## src/rtl/banner_scroller.sv

```systemverilog
// Scrolling message banner for an N_DIGITS multiplexed 7-segment display.
// Generates its own scan and scroll ticks; anodos/segmentos drive the board pins directly.
module banner_scroller #(
  parameter  int CLK_XTAL    = 50_000_000,
  parameter  int CLK_DISPLAY = 240,
  parameter  int CLK_BANNER  = 1,
  parameter  int N_DIGITS    = 4,
  parameter  int MSG_LEN     = 16,
  localparam int AW          = (MSG_LEN > 1) ? $clog2(MSG_LEN) : 1
) (
  input  logic                clk,
  input  logic                rst,
  input  logic                wr_en,
  input  logic [AW-1:0]       wr_addr,
  input  logic [4:0]          wr_data,
  input  logic                dir,
  input  logic                pause,
  input  logic                blink_en,
  output logic [N_DIGITS-1:0] anodos,
  output logic [7:0]          segmentos,
  output logic                shift,
  output logic                wrap
);

  localparam int DIV_D = CLK_XTAL / CLK_DISPLAY;
  localparam int DIV_B = CLK_XTAL / CLK_BANNER;
  localparam int DW    = $clog2(DIV_D);
  localparam int BW    = $clog2(DIV_B);
  localparam int L     = N_DIGITS + MSG_LEN;
  localparam int PW    = $clog2(L);
  localparam int SW    = (N_DIGITS > 1) ? $clog2(N_DIGITS) : 1;

  logic [DW-1:0] cnt_d;
  logic [BW-1:0] cnt_b;
  logic          tick_d;
  logic          tick_b;
  logic [PW-1:0] pos;
  logic [SW-1:0] sel;
  logic          blink_phase;
  logic [4:0]    msg [MSG_LEN];
  logic [4:0]    ch;
  logic [7:0]    glyph;
  logic          wr_ok;
  int            stream_idx;

  assign tick_d = (cnt_d == DW'(DIV_D - 1));
  assign tick_b = (cnt_b == BW'(DIV_B - 1));
  assign wr_ok  = wr_en && ({1'b0, wr_addr} < (AW + 1)'(MSG_LEN));

  // NOTE: all state uses non-blocking (<=) so every register sees pre-edge values.
  always_ff @(posedge clk or negedge rst) begin
    if (!rst) begin
      cnt_d <= '0;
      cnt_b <= '0;
    end else begin
      cnt_d <= tick_d ? '0 : cnt_d + 1'b1;
      cnt_b <= tick_b ? '0 : cnt_b + 1'b1;
    end
  end

  // Scroll position, blink phase and the step/wrap pulses all move on tick_b.
  always_ff @(posedge clk or negedge rst) begin
    if (!rst) begin
      pos         <= '0;
      blink_phase <= 1'b0;
      shift       <= 1'b0;
      wrap        <= 1'b0;
    end else begin
      shift <= 1'b0;
      wrap  <= 1'b0;
      if (tick_b) begin
        blink_phase <= ~blink_phase;
        if (!pause) begin
          shift <= 1'b1;
          if (!dir) begin
            if (pos == PW'(L - 1)) begin
              pos  <= '0;
              wrap <= 1'b1;
            end else begin
              pos <= pos + 1'b1;
            end
          end else begin
            if (pos == '0) begin
              pos  <= PW'(L - 1);
              wrap <= 1'b1;
            end else begin
              pos <= pos - 1'b1;
            end
          end
        end
      end
    end
  end

  always_ff @(posedge clk or negedge rst) begin
    if (!rst) begin
      sel <= '0;
    end else if (tick_d) begin
      sel <= (sel == SW'(N_DIGITS - 1)) ? '0 : sel + 1'b1;
    end
  end

  // NOTE: the message buffer is flops, not RAM, so it can and must reset to blank.
  always_ff @(posedge clk or negedge rst) begin
    if (!rst) begin
      for (int i = 0; i < MSG_LEN; i++) msg[i] <= 5'h10;
    end else if (wr_ok) begin
      msg[wr_addr] <= wr_data;
    end
  end

  // Leading N_DIGITS stream slots are blank padding ahead of the message.
  // NOTE: every always_comb output gets a default first so no latch is inferred.
  always_comb begin
    ch         = 5'h10;
    stream_idx = int'(pos) + (N_DIGITS - 1) - int'(sel);
    if (stream_idx >= L) stream_idx = stream_idx - L;
    if (stream_idx >= N_DIGITS) ch = msg[AW'(stream_idx - N_DIGITS)];
  end

  always_comb begin
    glyph = 8'hFF;
    if (!ch[4]) begin
      case (ch[3:0])
        4'h0: glyph = 8'hC0;
        4'h1: glyph = 8'hF9;
        4'h2: glyph = 8'hA4;
        4'h3: glyph = 8'hB0;
        4'h4: glyph = 8'h99;
        4'h5: glyph = 8'h92;
        4'h6: glyph = 8'h82;
        4'h7: glyph = 8'hF8;
        4'h8: glyph = 8'h80;
        4'h9: glyph = 8'h90;
        4'hA: glyph = 8'h88;
        4'hB: glyph = 8'h83;
        4'hC: glyph = 8'hC6;
        4'hD: glyph = 8'hA1;
        4'hE: glyph = 8'h86;
        default: glyph = 8'h8E;
      endcase
    end
  end

  always_ff @(posedge clk or negedge rst) begin
    if (!rst) begin
      anodos    <= '1;
      segmentos <= 8'hFF;
    end else begin
      anodos    <= (blink_en && blink_phase) ? '1 : ~(N_DIGITS'(1) << sel);
      segmentos <= glyph;
    end
  end

endmodule
```

## config.mk

```make
export PLATFORM = sky130hd
export DESIGN_NAME = banner_scroller
export DESIGN_NICKNAME = d
export VERILOG_FILES = /design/src/rtl/banner_scroller.sv
export SDC_FILE = /design/constraint.sdc
export NUM_CORES = 1
export LEC_CHECK = 0
export BUFFER_PORTS_ARGS = -buffer_cell sky130_fd_sc_hd__buf_4
export CAP_MARGIN = 20
export CORE_AREA = 2 2 149 151
export DETAILED_ROUTE_END_ITERATION = 10
export DIE_AREA = 0 0 151 153
export SYNTH_ARGS = -nofsm -noshare
export SYNTH_HDL_FRONTEND = slang
export SYNTH_SLANG_ARGS = --single-unit
export TNS_END_PERCENT = 5
```

## constraint.sdc

```tcl
create_clock -name clk -period 10.4 [get_ports clk]
set_clock_uncertainty 0.2 [all_clocks]
set_input_delay 1.56 -clock clk [delete_from_list [all_inputs] [get_ports clk]]
set_output_delay 1.56 -clock clk [all_outputs]
set_load 0.01 [all_outputs]
```

==> results_dict.tcl <==
set metrics [dict create \
    start_util_pct 34.5 \
    slew_headroom_pct 39.1 \
    critPathLaunchType "register" \
    ctsHoldBuffers 0 \
    final.setup.tns_ns 0 \
    grt_pass1_wl_mm 25.0 \
    grt.total_usage_pct 13.7 \
    maxSlewViolCount 0 \
    rsz0062_at_grt "no" \
    place_ws_ns 4.81 \
    area_delta_synth_final_pct 14.7 \
    p_comb_share_pct 14.9 \
    worstMarginPinSlew_ns 0.913 \
    hold_violations 0 \
    ys_seq_elements 145 \
    period_minus_slack_ns 5.67 \
    cts_root_buf "clkbuf_16" \
    seq_area_frac_synth_pct 49.4 \
    io_pins 29 \
    synth_edf_count 0 \
    outcome "complete, no violations" \
    holdPathStages 1 \
    dr.pass1.iters 4 \
    crit_path_max_fanout 17 \
    p_sw_w 0.000361 \
    holdWs_ns 0.265 \
    synth_area_um2 7410 \
    clkSinkCount 145 \
    netlist-cell-type-count 60 \
    cts_buffer_depth 2 \
    required_ns 10.54 \
    final_common_cell "dfrtp_1" \
    core_um2 21500 \
    hpwl_mm 10.0 \
    p_seq_share_pct 46.1 \
    vias 4639 \
    cp_common_cell "ha_1" \
    critPathBufInv 4 \
    setup_viol 0 \
    post-route-util_pct 39.6 \
    cts_tree "done" \
    cts_resized 0 \
    cp_slowest_cell "o211ai_4" \
    antenna_found_initial 0 \
    dieArea_um2 23100 \
    synth_area_leaders "dfrtp_1, mux2_2, dfstp_2" \
    final_cell_mix "dfrtp_1, mux2_2, nor2_1" \
    p_leak_nw 3.67 \
    die_h_um 153 \
    path_cells "inv_1 > ha_1 > ha_1 > inv_1 > fa_1 > xor2_1 > ha_1 > a21boi_0 > a21oi_2 > o211ai_4 > ha_1 > clkinv_1 > mux2i_1 > and2_1 > a211oi_1 > inv_1 > ha_1 > mux2i_1 > mux2i_1 > or2_1" \
    netSwitchingFraction_pct 23.7 \
    intPower_w 0.00116 \
    cts_setup_buffers 0 \
    die_x_um 151 \
    routed_wl_mm 14.6 \
    routabilityCongestion 0.804 \
    synth_top_area_share_pct 39.9 \
    numCtsBuffers 17 \
    viasPerCell 4.99 \
    nets 680 \
    path_clk_slew_ns 0.06 \
    reg2reg_depth 20 \
    synth_top_area_cell "dfrtp_1" \
    finalWorstSetupSlack_ns 4.73 \
    synth_fp_nets 654 \
    cp.arrival_ns 5.81 \
    drtIter0Drc 196 \
    clk_latency_ns 0.41 \
    grt_max_degree 86 \
    syn_area_per_cell_um2 12.1 \
    synthArstFlopShare_pct 100 \
    grt-ovfl-total 0 \
    grt_pass1_vias 4866 \
    critPathCaptureType "register" \
    portBuffers 27 \
    clockPowerShare_pct 39.0 \
    fmax_mhz 176 \
    antennaDiodeCount 0 \
    fin_area_um2 8500 \
    wl_per_cell_um 15.7 \
    rows 54 \
    synth_flop_cell "dfrtp_1" \
    cap_violations 0 \
    p_per_area_nw_per_um2 179 \
    place_area_um2 7890 \
    final_antenna_net_count 0 \
    critPathMaxStageDelay_ns 0.52 \
    yosysWarnings 0 \
    htreeDepth 4 \
    critPathTopFamily "adder cells" \
    finalCritPeriodShare_pct 54.5 \
    drive_above_1_share_pct 31.1 \
    worst-path-stages 20 \
    post-route-drc-count 0 \
    critical_path_class "reg2reg" \
    syn_inst 611 \
    hold_class "reg2reg" \
    ir_worst_vdd_mv 0.0863 \
]
-- path summary, 6_finish.rpt --
kind | endpoint | slack, ns | from
max | segmentos[3] | 4.73 | sel[1]
min | blink_phase | 0.27 | blink_phase
max reg2reg | segmentos[3] | 4.73 | sel[1]
min reg2reg | blink_phase | 0.27 | blink_phase
max in group asynchronous | msg[24] | 7.96 | rst
min in group asynchronous | msg[67] | 0.92 | rst
-- through the flow --
stage,total power [W],cells
global route,0.00160,929
global placement,0.000928,897
CTS,0.00154,928
detailed placement,0.000940,897
floorplan,0.000862,611
finish,0.00152,929
-- cells in the mapped netlist, types with 7 or more instances --
master and count:
a21oi_1 11, and3_1 16, clkbuf_1 17, dfrtp_1 118, dfstp_2 27, ha_1 27, inv_1 20, mux2_2 81
mux2i_1 12, mux4_2 20, nand2_1 36, nand3_1 20, nor2_1 53, nor2b_1 7, o21ai_0 8, xnor2_1 15
xor2_1 28
-- cells by family (layout without fill, tap and decap cells) --
group,count (synthesis),count (layout),synth area share (%)
AOI/OAI and AO/OA,52,52,5.56
xor gates and xnor gates,43,43,5.08
adders and majority gates,28,28,4.83
buffers and inverters,46,84,2.57
DFF,145,145,49.4
muxes,113,113,20.0
other,1,1,0.0506
and+or+nand+nor,183,183,12.5
-- worst register-to-register path, stage by stage, from the launching register on --
cell and delay, ns:
dfrtp_1 0.38, inv_1 0.10, ha_1 0.28, ha_1 0.15
inv_1 0.06, fa_1 0.40, xor2_1 0.30, ha_1 0.27
a21boi_0 0.39, a21oi_2 0.12, o211ai_4 0.52, ha_1 0.25
clkinv_1 0.35, mux2i_1 0.25, and2_1 0.18, a211oi_1 0.47
inv_1 0.17, ha_1 0.30, mux2i_1 0.15, mux2i_1 0.08
or2_1 0.20
-- state kept, by name, indices dropped and copies added, names as in the netlist --
name         cells
sel              2
msg             80
segmentos        7
cnt_d           18
shift            1
anodos           4
cnt_b           26
wrap             1
blink_phase      1
pos              5
-- layout make-up --
type / count / area, µm²
fillers: 2040 / 13000
flip-flops and latches: 145 / 3660
multi-input cells: 420 / 3560
clock buffers: 21 / 470
well taps: 280 / 350
repair buffers: 31 / 256
clock inverters: 10 / 110
inverters: 22 / 85.1
-- routing by layer --
| metal | global-route usage, % | share of wire [%] | vias up |
|---|---|---|---|
| met4 | 3.78 | 0.99 | 0 |
| met1 | 18.1 | 46 | 2371 |
| met5 | 0 | 0 | - |
| li1 | - | - | 2214 |
| met3 | 3.19 | 1.9 | 7 |
| met2 | 22.6 | 51 | 47 |
-- power groups by stage --
stage                     clock, W  combinational (W)  sequential [W]
after global routing      0.000638           0.000250        0.000714
after detailed placement         0           0.000227        0.000713
after CTS                 0.000609           0.000228        0.000704
after floorplan                  0           0.000157        0.000704
after global placement           0           0.000221        0.000707
final                     0.000594           0.000227        0.000703
Note: power is estimated with default switching activity, not from simulation.
